--- config.mk ---
export PLATFORM = sky130hd
export DESIGN_NAME = reset_sequencer_flat
export DESIGN_NICKNAME = d
export VERILOG_FILES = /design/src/rtl/reset_sequencer_if.sv /design/src/rtl/reset_sequencer.sv /design/src/flat_wrapper.sv
export SDC_FILE = /design/constraint.sdc
export NUM_CORES = 1
export LEC_CHECK = 0
export BUFFER_PORTS_ARGS = -buffer_cell sky130_fd_sc_hd__buf_2
export CAP_MARGIN = 20
export CELL_PAD_IN_SITES_DETAIL_PLACEMENT = 0
export CELL_PAD_IN_SITES_GLOBAL_PLACEMENT = 1
export CORE_UTILIZATION = 46
export CTS_CLUSTER_DIAMETER = 30
export DETAILED_ROUTE_END_ITERATION = 10
export GPL_ROUTABILITY_DRIVEN = 0
export MAX_ROUTING_LAYER = met4
export PLACE_DENSITY = 0.88
export SKIP_LAST_GASP = 1
export SLEW_MARGIN = 20
export SYNTH_ARGS = -nofsm -noshare
export SYNTH_HDL_FRONTEND = slang
export SYNTH_SLANG_ARGS = --single-unit
export TNS_END_PERCENT = 5
--- constraint.sdc ---
create_clock -name clk40 -period 7.45 [get_ports clk40]
set_clock_uncertainty 0.2 [all_clocks]
set_input_delay 0.745 -clock clk40 [delete_from_list [all_inputs] [get_ports clk40]]
set_output_delay 0.745 -clock clk40 [all_outputs]
set_load 0.05 [all_outputs]
--- src/rtl/reset_sequencer_if.sv ---
// reset_sequencer_if
//   Bundles the sequencer's request/acknowledge/status signals.
//   master : the sequencer (drives enables and status, samples requests)
//   slave  : the controlled side (drives soft_req and rdy, observes the rest)
// Signals:
//   soft_req     single-cycle restart request
//   rdy          per-stage ready acknowledge (level, clk40 domain)
//   en           per-stage enable, en[0] first up, last down
//   all_up       every stage enabled and acknowledged
//   fault        retries exhausted, sequencer halted
//   fault_stage  stage index blamed for the most recent fail event
//   retry_cnt    automatic restarts consumed
interface reset_sequencer_if #(
  parameter int STAGES = 4
) ();
  localparam int K_W = $clog2(STAGES);

  logic              soft_req;
  logic [STAGES-1:0] rdy;
  logic [STAGES-1:0] en;
  logic              all_up;
  logic              fault;
  logic [K_W-1:0]    fault_stage;
  logic [2:0]        retry_cnt;

  modport master (
    input  soft_req, rdy,
    output en, all_up, fault, fault_stage, retry_cnt
  );

  modport slave (
    output soft_req, rdy,
    input  en, all_up, fault, fault_stage, retry_cnt
  );
endinterface

--- src/rtl/reset_sequencer.sv ---
// reset_sequencer
//   Staged power-up / power-down enable sequencer (40 MHz domain).
//   Stages are enabled one at a time in ascending order, each after a settle
//   delay and gated on the previous stage's ready. Ready lines are
//   supervised; on loss of ready (or a timeout) the enables are torn down
//   highest-first, the sequence restarts a bounded number of times and then
//   a fault is latched until soft_req or rst.
// Ports:
//   clk40  40 MHz clock, rising edge
//   rst    synchronous active-high reset, clears every register and output
//   bus    reset_sequencer_if.master (soft_req, rdy in; en, all_up, fault,
//          fault_stage, retry_cnt out)
module reset_sequencer #(
  parameter int STAGES  = 4,
  parameter int DELAY   = 62,
  parameter int TIMEOUT = 1023,
  parameter int RETRIES = 3
) (
  input logic              clk40,
  input logic              rst,
  reset_sequencer_if.master bus
);

  localparam int K_W     = $clog2(STAGES);
  localparam int CNT_MAX = (DELAY > TIMEOUT) ? DELAY : TIMEOUT;
  localparam int CNT_W   = $clog2(CNT_MAX);

  localparam logic [CNT_W-1:0] DLY_LAST  = CNT_W'(DELAY - 1);
  localparam logic [CNT_W-1:0] TO_LAST   = CNT_W'(TIMEOUT - 1);
  localparam logic [K_W-1:0]   K_LAST    = K_W'(STAGES - 1);
  localparam logic [2:0]       RETRY_MAX = 3'(RETRIES);

  typedef enum logic [2:0] {
    S_IDLE,
    S_DELAY,
    S_WAIT,
    S_UP,
    S_DOWN,
    S_FAULT
  } state_t;

  state_t state, state_nxt;

  logic [K_W-1:0]    k, k_nxt;
  logic [CNT_W-1:0]  cnt, cnt_nxt;
  logic [STAGES-1:0] en, en_nxt;
  logic              all_up, all_up_nxt;
  logic              fault, fault_nxt;
  logic [K_W-1:0]    fault_stage, fault_stage_nxt;
  logic [2:0]        retry_cnt, retry_cnt_nxt;

  logic [STAGES-1:0] rdy;
  logic              soft_req;
  logic              drop_found;
  logic [K_W-1:0]    drop_idx;
  logic              fail_ev;
  logic              last_clear;

  assign rdy      = bus.rdy;
  assign soft_req = bus.soft_req;

  // Clear the highest set bit; teardown removes stages from the top down.
  function automatic logic [STAGES-1:0] clear_top(input logic [STAGES-1:0] v);
    logic [STAGES-1:0] r;
    logic              done;
    r    = v;
    done = 1'b0;
    for (int j = STAGES - 1; j >= 0; j--) begin
      if (!done && v[j]) begin
        r[j] = 1'b0;
        done = 1'b1;
      end
    end
    return r;
  endfunction

  // Saturating retry increment; the counter never wraps past RETRIES.
  function automatic logic [2:0] retry_step(input logic [2:0] r);
    return (r < RETRY_MAX) ? r + 3'd1 : r;
  endfunction

  // Lowest supervised stage whose ready is low. While sequencing only the
  // stages below k are supervised; in UP every stage is.
  always_comb begin
    drop_found = 1'b0;
    drop_idx   = '0;
    for (int j = STAGES - 1; j >= 0; j--) begin
      if (!rdy[j] && (state == S_UP || j < int'(k))) begin
        drop_found = 1'b1;
        drop_idx   = K_W'(j);
      end
    end
  end

  // At most one enable left, so this DOWN edge empties the vector (or it
  // was already empty and DOWN exits immediately).
  assign last_clear = ((en & (en - STAGES'(1))) == '0);

  // State register
  always_ff @(posedge clk40) begin
    if (rst) begin
      state <= S_IDLE;
    end else begin
      state <= state_nxt;
    end
  end

  // Next-state logic
  always_comb begin
    state_nxt = state;
    fail_ev   = 1'b0;
    unique case (state)
      S_IDLE: state_nxt = S_DELAY;
      S_DELAY: begin
        if (drop_found) begin
          fail_ev = 1'b1;
        end else if (cnt == DLY_LAST) begin
          state_nxt = S_WAIT;
        end
      end
      S_WAIT: begin
        // ready beats a timeout landing on the same edge
        if (drop_found) begin
          fail_ev = 1'b1;
        end else if (rdy[k]) begin
          state_nxt = (k == K_LAST) ? S_UP : S_DELAY;
        end else if (cnt == TO_LAST) begin
          fail_ev = 1'b1;
        end
      end
      S_UP: begin
        // an operator restart overrides a simultaneous ready loss
        if (soft_req) begin
          state_nxt = S_DOWN;
        end else if (drop_found) begin
          fail_ev = 1'b1;
        end
      end
      S_DOWN: begin
        if (last_clear) begin
          state_nxt = fault ? S_FAULT : S_DELAY;
        end
      end
      S_FAULT: begin
        if (soft_req) begin
          state_nxt = S_DELAY;
        end
      end
      default: state_nxt = S_IDLE;
    endcase
    if (fail_ev) begin
      state_nxt = S_DOWN;
    end
  end

  // Output / datapath next values
  always_comb begin
    k_nxt           = k;
    cnt_nxt         = cnt;
    en_nxt          = en;
    all_up_nxt      = all_up;
    fault_nxt       = fault;
    fault_stage_nxt = fault_stage;
    retry_cnt_nxt   = retry_cnt;

    unique case (state)
      S_IDLE: begin
        k_nxt   = '0;
        cnt_nxt = '0;
      end
      S_DELAY: begin
        if (!fail_ev) begin
          if (cnt == DLY_LAST) begin
            en_nxt[k] = 1'b1;
            cnt_nxt   = '0;
          end else begin
            cnt_nxt = cnt + CNT_W'(1);
          end
        end
      end
      S_WAIT: begin
        if (!fail_ev) begin
          if (rdy[k]) begin
            cnt_nxt = '0;
            if (k == K_LAST) begin
              all_up_nxt = 1'b1;
            end else begin
              k_nxt = k + K_W'(1);
            end
          end else begin
            cnt_nxt = cnt + CNT_W'(1);
          end
        end
      end
      S_UP: begin
        if (soft_req) begin
          retry_cnt_nxt = '0;
          all_up_nxt    = 1'b0;
        end
      end
      S_DOWN: begin
        en_nxt = clear_top(en);
        if (last_clear) begin
          k_nxt   = '0;
          cnt_nxt = '0;
        end
      end
      S_FAULT: begin
        if (soft_req) begin
          fault_nxt     = 1'b0;
          retry_cnt_nxt = '0;
          k_nxt         = '0;
          cnt_nxt       = '0;
        end
      end
      default: begin
        k_nxt   = '0;
        cnt_nxt = '0;
      end
    endcase

    // A timeout blames the waiting stage; a ready loss blames the lowest drop.
    if (fail_ev) begin
      fault_stage_nxt = drop_found ? drop_idx : k;
      all_up_nxt      = 1'b0;
      retry_cnt_nxt   = retry_step(retry_cnt);
      if (retry_cnt >= RETRY_MAX) begin
        fault_nxt = 1'b1;
      end
    end
  end

  // Datapath / output registers; rst drops every enable at once.
  always_ff @(posedge clk40) begin
    if (rst) begin
      k           <= '0;
      cnt         <= '0;
      en          <= '0;
      all_up      <= 1'b0;
      fault       <= 1'b0;
      fault_stage <= '0;
      retry_cnt   <= '0;
    end else begin
      k           <= k_nxt;
      cnt         <= cnt_nxt;
      en          <= en_nxt;
      all_up      <= all_up_nxt;
      fault       <= fault_nxt;
      fault_stage <= fault_stage_nxt;
      retry_cnt   <= retry_cnt_nxt;
    end
  end

  assign bus.en          = en;
  assign bus.all_up      = all_up;
  assign bus.fault       = fault;
  assign bus.fault_stage = fault_stage;
  assign bus.retry_cnt   = retry_cnt;

endmodule
--- src/flat_wrapper.sv ---
// flat-port wrapper written by rule: the top's interface ports become plain ports
module reset_sequencer_flat 
#(
  parameter int STAGES  = 4,
  parameter int DELAY   = 62,
  parameter int TIMEOUT = 1023,
  parameter int RETRIES = 3
)
  (clk40, rst, bus_soft_req, bus_rdy, bus_en, bus_all_up, bus_fault, bus_fault_stage, bus_retry_cnt);
  reset_sequencer_if #(.STAGES(STAGES)) bus_i ();
  input logic clk40;
  input logic rst;
  input wire logic [$bits(bus_i.soft_req)-1:0] bus_soft_req;
  input wire logic [$bits(bus_i.rdy)-1:0] bus_rdy;
  output wire logic [$bits(bus_i.en)-1:0] bus_en;
  output wire logic [$bits(bus_i.all_up)-1:0] bus_all_up;
  output wire logic [$bits(bus_i.fault)-1:0] bus_fault;
  output wire logic [$bits(bus_i.fault_stage)-1:0] bus_fault_stage;
  output wire logic [$bits(bus_i.retry_cnt)-1:0] bus_retry_cnt;
  assign bus_i.soft_req = bus_soft_req;
  assign bus_i.rdy = bus_rdy;
  assign bus_en = bus_i.en;
  assign bus_all_up = bus_i.all_up;
  assign bus_fault = bus_i.fault;
  assign bus_fault_stage = bus_i.fault_stage;
  assign bus_retry_cnt = bus_i.retry_cnt;
  reset_sequencer #(.STAGES(STAGES), .DELAY(DELAY), .TIMEOUT(TIMEOUT), .RETRIES(RETRIES)) u_core (.clk40(clk40), .rst(rst), .bus(bus_i));
endmodule
==> metrics.md, run 1 <==
| Metric | Value |
|---|---|
| Max clock buf depth | 2 |
| Total track usage | 0.216 |
| IO Port Bufs | 17 |
| Hold crit path type | reg2reg |
| Placed Area | 1770 µm² |
| Ports | 18 |
| Post-DP HPWL | 2870 µm |
| Nets@finish | 239 |
| Critical path endpoint category | flop |
| Synthesized flop and latch total | 26 |
| Period utilization | 0.371 |
| Root Driver | clkbuf_4 |
| Cell Area, Synth | 1670 µm² |
| Worst R2R Start | u_core.state[2] |
| Insertion delay to the later sink of the worst-skew pair | 320 ps |
| Clk pwr share | 0.274 |
| Cts repair resizes | 0 |
| Setup violators final | 0 |
| Via density | 5.97 |
| Setup Buffers After CTS | 0 |
| Static leakage | 0.670 nW |
| Multi-input combinational cell area | 1070 µm² |
| DR WL/cell | 14.6 µm |
| R2R Setup Slk | 4690 ps |
| N_diodes | 0 |
| CTS Hold Bufs | 0 |
| Pwr dens | 123 nW/µm² |
| NetSw | 0.0552 mW |
| Worst Setup SP | u_core.state[2] |
| Die X | 62.3 µm |
| EDFF count, synth | 0 |
| Most frequent cells in the layout | dfxtp_1, nand2_1, buf_2, a21oi_1, nor2b_1 |
| # clock sinks | 26 |
| WS Path Type | reg2reg |
| DIE AREA | 3880 µm² |
| Core Region | 3420 µm² |
| Sequential area share after synthesis | 0.311 |
| Rel. slew slack | 0.429 |
| DR pass1 iterations | 4 |
| Fill count | 326 |
| Vias | 1593 |
| Mapped Avg Cell Area | 7.93 µm² |
| Total grt overflow | 0 |
| Total Power | 0.221 mW |
| Sw Ratio | 0.250 |
| Initial antenna violation count | 0 |
| Register Area | 520 µm² |
| Starting Density | 0.490 |
| DRC viols | 0 |
| Startpoint types | flop |
| Max-cap violations | 0 |
| Synth unique cells | 47 |
| Largest net degree at the start of global routing | 29 |
| Most common cell after layout, fill and taps aside | dfxtp_1 |
| Max-slew violation count | 0 |
| Die Span Y | 62.3 µm |
| Util after Layout | 0.524 |
| RSZ-0062 raised after global routing | no |
| Sequential power share | 0.647 |
| Critical path arrival | 2810 ps |
| Clock Pin Slew Worst Setup and Hold Paths | 140 ps |
| Iter 0 DRT Violations | 134 |
| Fraction of layout cells with a size suffix above 1 | 0.122 |
| Fin crit period | 2760 ps |
| Logic pwr share | 0.079 |
| Main synth FF type | dfxtp_1 |
| First-pass GRT wire length | 6580 µm |
| Worst Path Required | 7500 ps |
| Critical Path Fanout Max | 12 |
| Site row count | 21 |
| Gate Count Post-Synth | 211 |
| Maximum vdd ir drop | 0.0000791 V |
| Hold_sp | u_core.bus.fault_stage[1] |
| Fin area | 1790 µm² |
| Setup TNS | 0 ps |
| Status | finished, final reports clean |
| Htree depth | 1 |
| Num CTS Buffers | 3 |
| Actual slew at the worst max-slew pin | 856 ps |
| P_int | 0.165 mW |
| Syn nets | 227 |
| Ys async rst share | 0 |
| Routed Antenna Nets | 0 |
| F_max | 0.362 GHz |
| Syn. warnings | 0 |
| Drt total wl | 3890 µm |
| Endpoints failing hold | 0 |
| CTS tree | built |
| Area growth, synth to finish | 6.95% |
| Vias in the first global route | 1448 |
## synthesized netlist by cell type, types with 4 or more instances
| cell type | count | area share |
|---|---|---|
| and3_1 | 4 | 0.015 |
| dfxtp_1 | 26 | 0.31 |
| a31oi_1 | 5 | 0.019 |
| nand3_1 | 9 | 0.027 |
| o31ai_1 | 6 | 0.027 |
| a211oi_1 | 4 | 0.018 |
| inv_1 | 10 | 0.022 |
| ha_1 | 9 | 0.067 |
| nor2b_1 | 14 | 0.052 |
| o21ai_0 | 13 | 0.039 |
| a21oi_1 | 16 | 0.048 |
| clkbuf_1 | 5 | 0.011 |
| o41ai_1 | 5 | 0.026 |
| or3_1 | 4 | 0.015 |
| nor2_1 | 12 | 0.027 |
| nand2_1 | 17 | 0.038 |
| nor3_1 | 6 | 0.018 |
## final cells by class
cell class              instances  area share
repair buffers                 17      0.0475
well taps                      46      0.0321
clock buffers                   3      0.0126
flip-flops and latches         26       0.291
multi-input cells             165       0.596
inverters                      10      0.0210
## metrics by stage
step	setup WS [ps]	hold slack [ps]	instances
floorplan	4840	239	211
global placement	4570	238	264
detailed placement	4460	248	264
CTS	4690	266	267
global route	4480	319	267
finish	4690	263	267
## metal layers
layer | up-vias | share of wire | track usage
li1 | 809 | - | -
met1 | 736 | 0.47 | 0.276
met2 | 44 | 0.46 | 0.342
met3 | 4 | 0.054 | 0.0478
met4 | 0 | 0.0064 | 0.0581
met5 | - | 0 | -
## state kept, by name, indices dropped and copies added (netlist names)
signal                  flops
u_core.k                    2
u_core.bus.all_up           1
u_core.bus.en               4
u_core.bus.retry_cnt        3
u_core.cnt                 10
u_core.state                3
u_core.bus.fault_stage      2
u_core.bus.fault            1
## power groups by stage
stage | combinational, mW | sequential, mW | clock (mW)
2_1_floorplan | 0.0136 | 0.144 | 0
3_3_place_gp | 0.0167 | 0.146 | 0
3_5_place_dp | 0.0170 | 0.146 | 0
4_1_cts | 0.0171 | 0.143 | 0.0640
5_1_grt | 0.0196 | 0.143 | 0.0686
6_report | 0.0174 | 0.143 | 0.0606
## kinds of logic (layout without fill, tap and decap cells)
group,Yosys count,in the layout,synth area share
compound gates,67,67,0.263
xor+xnor,1,1,0.00523
fa+ha+maj,9,9,0.0673
buf+inv,20,30,0.0516
flops,26,26,0.311
mux,1,1,0.0157
simple gates,87,87,0.286
## path summary, 6_finish.rpt
path	end	depth (start not counted)
worst max-delay path	u_core.bus.en[3]	6
worst min-delay path	u_core.bus.fault_stage[1]	2
worst max register to register	u_core.bus.en[3]	6
worst min register to register	u_core.bus.fault_stage[1]	2
## critical path, cell delays in order (launching register included)
cell	delay, ps
dfxtp_1	570
nand3b_2	250
o22ai_1	130
or3_1	490
a21boi_1	690
a41oi_1	200
nor3_1	160
No activity file was read; power rests on OpenSTA's default activity.
==> run 2: changes to the inputs <==
--- a/config.mk
+++ b/config.mk
@@ -9,12 +9,12 @@
 export CAP_MARGIN = 20
 export CELL_PAD_IN_SITES_DETAIL_PLACEMENT = 0
 export CELL_PAD_IN_SITES_GLOBAL_PLACEMENT = 1
-export CORE_UTILIZATION = 46
+export CORE_UTILIZATION = 39
 export CTS_CLUSTER_DIAMETER = 30
 export DETAILED_ROUTE_END_ITERATION = 10
 export GPL_ROUTABILITY_DRIVEN = 0
 export MAX_ROUTING_LAYER = met4
-export PLACE_DENSITY = 0.88
+export PLACE_DENSITY = 0.8
 export SKIP_LAST_GASP = 1
 export SLEW_MARGIN = 20
 export SYNTH_ARGS = -nofsm -noshare
==> constraint.sdc (replaced) <==
create_clock -name clk40 -period 2.2 [get_ports clk40]
set_clock_uncertainty 0.2 [all_clocks]
set_input_delay 0.22 -clock clk40 [delete_from_list [all_inputs] [get_ports clk40]]
set_output_delay 0.22 -clock clk40 [all_outputs]
set_load 0.05 [all_outputs]
==> run 2 against run 1 <==
The flow now finishes with violations (setup timing). Sequential power grew to 3.3 times the previous value. Sequential cell count is the same. Register-to-register slack lost 4700 ps. Worst setup slack lost 4700 ps. Hold slack lost 140 ps. Core utilization grew 4.2 points. Global-route usage grew 0.79 points. Clock power grew to 4.8 times the previous value. Non-clock buffer count grew 46. Count of clock-buffer cells in the layout is the same. Sequential share of layout area shrank 6.1 points. Critical endpoint is now u_core.cnt[7].
==> metrics.md, run 2 (synthesized netlist as in run 1, its figures left out) <==
| Metric | Value |
|---|---|
| Period utilization | 1.02 (+0.649) |
| Fin crit period | 2240 ps (-519 ps) |
| CTS Hold Bufs | 0 (unchanged) |
| Fin area | 2300 µm² (+28%) |
| Endpoints failing hold | 0 (unchanged) |
| N_diodes | 0 (unchanged) |
| Drt total wl | 4600 µm (+18%) |
| CP top delay family | compound AO/OA/AOI/OAI gates |
| Critical path arrival | 2220 ps (-590 ps) |
| Vias in the first global route | 1531 (+5.7%) |
| Grt met1 use | 0.319 (+0.0431) |
| Pwr dens | 379 nW/µm² (+210%) |
| Rel. slew slack | 0.730 (+0.301) |
| Insertion delay to the later sink of the worst-skew pair | 270 ps (-50 ps) |
| Startpoint types | flop |
| Area growth, synth to finish | 37.1% |
| R2R Setup Slk | -40 ps (-4730 ps) |
| IO Port Bufs | 17 (unchanged) |
| DR WL/cell | 14.5 µm (-0.77%) |
| Reg with most FFs | u_core.cnt |
| First-pass GRT wire length | 7460 µm (+13%) |
| Placed Area | 2170 µm² (+23%) |
| Worst path most repeated cell | buf_4 |
| Root Driver | clkbuf_8 |
| Setup violators final | 12 (+12) |
| Via density | 5.55 (-7.0%) |
| Actual slew at the worst max-slew pin | 403 ps (-453 ps) |
| Routed Antenna Nets | 0 (unchanged) |
| Die Span Y | 67.5 µm (+8.3%) |
| Clock Pin Slew Worst Setup and Hold Paths | 100 ps (-40 ps) |
| Max clock buf depth | 2 (unchanged) |
| DRC viols | 0 (unchanged) |
| Final Worst Setup Slack | -44.5 ps (-4730 ps) |
| WS Path Type | reg2reg |
| Busiest grt layer | met2 |
| DIE AREA | 4560 µm² (+17%) |
| Core Region | 4060 µm² (+19%) |
| Placed cells | 311 (+18%) |
| DR pass1 iterations | 4 (unchanged) |
| Fraction of layout cells with a size suffix above 1 | 0.351 (+0.229) |
| Nets@finish | 285 (+19%) |
| Crit-path cells | buf_6, ha_4, inv_2, o22ai_2, or3_4, buf_4, buf_4, a211o_1, a21oi_2, o22ai_1 |
| Critical Path Fanout Max | 4 (-8) |
| Max-cap violations | 0 (unchanged) |
| Total track usage | 0.224 (+0.00795) |
| Largest regs | u_core.cnt: 10 flops, u_core.bus.en: 4 flops |
| Htree depth | 1 (unchanged) |
| Most common cell after layout, fill and taps aside | buf_4 |
| Largest net degree at the start of global routing | 17 (-41%) |
| Hold crit path type | in2reg |
| Status | finished with violations |
| Worst Path Buf+Inv | 4 (+4) |
| Starting Density | 0.413 (-0.0775) |
| Initial antenna violation count | 0 (unchanged) |
| Maximum vdd ir drop | 0.000248 V (+210%) |
| Critical path endpoint category | flop |
| Most frequent cells in the layout | buf_4, dfxtp_1, nand2_1, buf_2, nor2b_1 |
| Max reg flops | 10 (unchanged) |
| Max-slew violation count | 0 (unchanged) |
| RSZ-0062 raised after global routing | yes |
| # clock sinks | 26 (unchanged) |
| Vias | 1764 (+11%) |
| Ports | 18 (unchanged) |
| Worst Path Required | 2170 ps (-5330 ps) |
| Post-DP HPWL | 3360 µm (+17%) |
| Slowest CP cell | dfxtp_4 |
| F_max | 0.446 GHz (+23%) |
| Worst path max stage delay | 360 ps (-330 ps) |
| Num CTS Buffers | 3 (unchanged) |
| Die X | 67.5 µm (+8.3%) |
| CTS tree | built |
| Static leakage | 0.960 nW (+43%) |
| Failing checks | setup timing |
| Grt met2 use | 0.324 (-0.0178) |
| Site row count | 23 (+9.5%) |
| Post-route insts no fill | 318 (+19%) |
| Iter 0 DRT Violations | 139 (+3.7%) |
| Met3 Use GR | 0.0304 (-0.0174) |
| Total grt overflow | 0 (unchanged) |
==> run 2: cell count changes in the layout (fill, tap and decap cells not counted), sizes merged <==
cell,change
buf,+46
clkinv,+1
==> run 2: worst paths after layout <==
kind	startpoint	to	depth (start not counted)
max	u_core.k[0]	u_core.cnt[7]	10
min	rst	u_core.cnt[1]	2
max reg2reg	u_core.k[0]	u_core.cnt[7]	10
min reg2reg	u_core.bus.fault_stage[0]	u_core.bus.fault_stage[0]	2
==> run 2: per-layer routing <==
metal | wire, µm | part of all wire
met1 | 2380 | 0.52
met4 | 48 | 0.010
met5 | 0 | 0
met2 | 2010 | 0.44
met3 | 154 | 0.034
==> run 2: layout make-up <==
type	instances	area [µm²]
fill	382	1760
multi-input combinational	165	1170
sequential	26	528
timing repair buffer	63	447
tap	50	62.6
clock buffer	3	41.3
inverter	10	40.0
clock inverter	1	3.75
==> run 2: stage by stage <==
| step | total power [mW] | hold slack (ps) | utilization | TNS, ps | setup slack (ps) |
|---|---|---|---|---|---|
| 3_5_place_dp | 0.582 | 258 | 0.534 | -2050 | -164 |
| 2_1_floorplan | 0.534 | 239 | - | -22.6 | -22.6 |
| 3_3_place_gp | 0.582 | 252 | 0.534 | -1560 | -119 |
| 6_report | 0.870 | 127 | 0.566 | -168 | -44.5 |
| 4_1_cts | 0.871 | 131 | 0.556 | -771 | -88.8 |
| 5_1_grt | 0.912 | 129 | 0.566 | -1700 | -116 |
==> run 2: power by group <==
group / internal (mW) / switching, mW / total, mW
Sequential: 0.471 / 0.00414 / 0.475
Combinational: 0.0469 / 0.0561 / 0.103
Clock: 0.125 / 0.166 / 0.292
==> run 2: what timing repair did <==
item / CTS / global route
gates resized for setup: 6 / 12
endpoints found under the setup margin: 26 / 26
hold endpoints to repair: 0 / 0
pin swaps: 3 / 4
setup buffers: 3 / 0
==> run 3: changes to the inputs <==
--- a/config.mk
+++ b/config.mk
@@ -14,7 +14,7 @@
 export DETAILED_ROUTE_END_ITERATION = 10
 export GPL_ROUTABILITY_DRIVEN = 0
 export MAX_ROUTING_LAYER = met4
-export PLACE_DENSITY = 0.8
+export PLACE_DENSITY_LB_ADDON = 0.3
 export SKIP_LAST_GASP = 1
 export SLEW_MARGIN = 20
 export SYNTH_ARGS = -nofsm -noshare
==> run 3 against run 2 <==
The flow still finishes with violations (setup timing). Final area up 3.2%. Critical path depth down 3. Count of clock-buffer cells in the layout unchanged. Hold slack worse by 45 ps. First-iteration DRC count down 40%. Power up 14%. Non-clock buffer count up 6. Sequential cell count unchanged. Clock power up 42%. Via count up 1.7%. Largest cell class unchanged. Highest routed layer unchanged.
==> metrics.md, run 3 (synthesized netlist as in run 1, its figures left out) <==
| Metric | Value |
|---|---|
| Status | finished with violations |
| Failing checks | setup timing |
| Fin crit period | 2270 ps (+28.0 ps) |
| Drt total wl | 4710 µm (+2.4%) |
| DR pass1 iterations | 4 (unchanged) |
| Fraction of layout cells with a size suffix above 1 | 0.369 (+0.0179) |
| Worst R2R Start | u_core.k[0] |
| Die Span Y | 67.5 µm (unchanged) |
| # clock sinks | 26 (unchanged) |
| CTS tree | built |
| Vias in the first global route | 1742 (+14%) |
| Setup TNS | -643 ps (-476 ps) |
| DRC viols | 0 (unchanged) |
| Nets@finish | 291 (+2.1%) |
| Most common cell after layout, fill and taps aside | buf_4 |
| Max reg flops | 10 (unchanged) |
| Fill count | 381 (-0.26%) |
| IO Port Bufs | 17 (unchanged) |
| Pwr dens | 419 nW/µm² (+10%) |
| Clock Pin Slew Worst Setup and Hold Paths | 100 ps (about the same) |
| Max clock buf depth | 2 (unchanged) |
| Initial antenna violation count | 0 (unchanged) |
| Critical Path Fanout Max | 5 (+1) |
| Root Driver | clkbuf_8 |
| DR WL/cell | 14.5 µm (+0.54%) |
| Starting Density | 0.413 (unchanged) |
| Worst reg2reg path depth | 7 (-3) |
| First-pass GRT wire length | 7780 µm (+4.3%) |
| Top Metal Used | met4 |
| Endpoints failing hold | 0 (unchanged) |
| WL met2 | 2400 µm (+19%) |
| Setup violators final | 17 (+5) |
| CTS Hold Bufs | 0 (unchanged) |
| R2R Setup Slk | -70 ps (-30 ps) |
| Period utilization | 1.03 (+0.0127) |
| Hold_sp | rst |
| Startpoint types | flop |
| Static leakage | 1.00 nW (+4.4%) |
| Critical path endpoint category | flop |
| Core Region | 4060 µm² (unchanged) |
| Worst Setup SP | u_core.k[0] |
| Site row count | 23 (unchanged) |
| Iter 0 DRT Violations | 84 (-40%) |
| RSZ-0062 raised after global routing | yes |
| Max-cap violations | 0 (unchanged) |
| Most frequent cells in the layout | buf_4, dfxtp_1, nand2_1, buf_2, a21oi_1 |
| Post-DP HPWL | 3390 µm (+0.88%) |
| Reg with most FFs | u_core.cnt |
| Num CTS Buffers | 3 (unchanged) |
| F_max | 0.440 GHz (-1.2%) |
| Routed Antenna Nets | 0 (unchanged) |
| Largest regs | u_core.cnt: 10 flops, u_core.bus.en: 4 flops |
| Hold depth | 2 (unchanged) |
| Final Worst Setup Slack | -72.5 ps (-28.0 ps) |
| Vias | 1794 (+1.7%) |
| Area growth, synth to finish | 41.5% |
| Max-slew violation count | 0 (unchanged) |
| Insertion delay to the later sink of the worst-skew pair | 280 ps (about the same) |
| Worst Path Required | 2170 ps (about the same) |
| Met1 WL | 2130 µm (-10%) |
| WS Path Type | reg2reg |
| Ports | 18 (unchanged) |
| Util after Layout | 0.584 (+0.0179) |
| Hold crit path type | in2reg |
| Die X | 67.5 µm (unchanged) |
| N_diodes | 0 (unchanged) |
| DIE AREA | 4560 µm² (unchanged) |
| Total grt overflow | 0 (unchanged) |
| Maximum vdd ir drop | 0.000386 V (+55%) |
| Actual slew at the worst max-slew pin | 471 ps (+68.0 ps) |
| Rel. slew slack | 0.684 (-0.0462) |
| Routed met3 length | 143 µm (-7.1%) |
| Via density | 5.54 (-0.18%) |
| Largest net degree at the start of global routing | 17 (unchanged) |
| Htree depth | 1 (unchanged) |
| Worst Hold Path EP | u_core.cnt[1] |
| Crit Reg-Reg Endpoint | u_core.cnt[6] |
| Critical path arrival | 2240 ps (+20 ps) |
| Total track usage | 0.232 (+0.00839) |
==> run 3: cell count changes in the layout (fill, tap and decap cells not counted), sizes merged <==
cell	before	now
bufinv	0	1
buf	63	69
clkinv	1	0
==> run 3: critical path: stages (launching register included) <==
cell	delay, ps
dfxtp_4	410
mux4_2	560
nor2_4	140
nand4_1	250
a21oi_2	270
or3_4	160
buf_4	110
o21ai_0	70
==> run 3: how the worst max path moves through the flow <==
stage | end | slack, ps | cells after the start
global placement | u_core.k[1] | -170 | 6
global route | u_core.cnt[1] | -140 | 9
detailed placement | u_core.bus.fault_stage[1] | -200 | 6
finish | u_core.cnt[6] | -70 | 7
CTS | u_core.k[0] | -20 | 7
floorplan | u_core.k[0] | -20 | 9
==> run 3: layout make-up <==
cell class,instances,area (µm²),area share
sequential,26,529,0.223
clock inverter,1,30.0,0.0127
tap,50,62.6,0.0264
timing repair buffer,69,483,0.204
inverter,10,40.0,0.0169
multi-input combinational,165,1180,0.499
clock buffer,3,41.3,0.0174
==> run 3: layer usage <==
metal | up-vias | global-route usage
met2 | 36 | 0.403
met1 | 846 | 0.270
li1 | 910 | -
met3 | 2 | 0.0355
met5 | - | -
met4 | 0 | 0.0745
==> run 3: power breakdown <==
part	internal, mW	total, mW	switching, mW
Clock	0.244	0.414	0.170
Sequential	0.471	0.475	0.00353
Combinational	0.0479	0.103	0.0547
Total	0.763	0.991	0.229
==> run 3: per-stage QoR <==
stage,hold slack (ps),instances,total power [mW],instance area (µm²),worst slack (ps)
after floorplan,239,211,0.534,1730,-22.6
after global placement,242,318,0.581,2210,-172
after detailed placement,246,318,0.581,2210,-204
after CTS,90.2,324,0.997,2350,-22.2
after global routing,124,324,1.02,2370,-137
final,82.6,324,0.991,2370,-72.5
==> run 3: repair_timing <==
item | CTS | global route
resized for setup | 15 | 5
pin swaps | 5 | 2
endpoints found under the setup margin | 23 | 25
cloned | 0 | 0
buffers inserted | 2 | 0
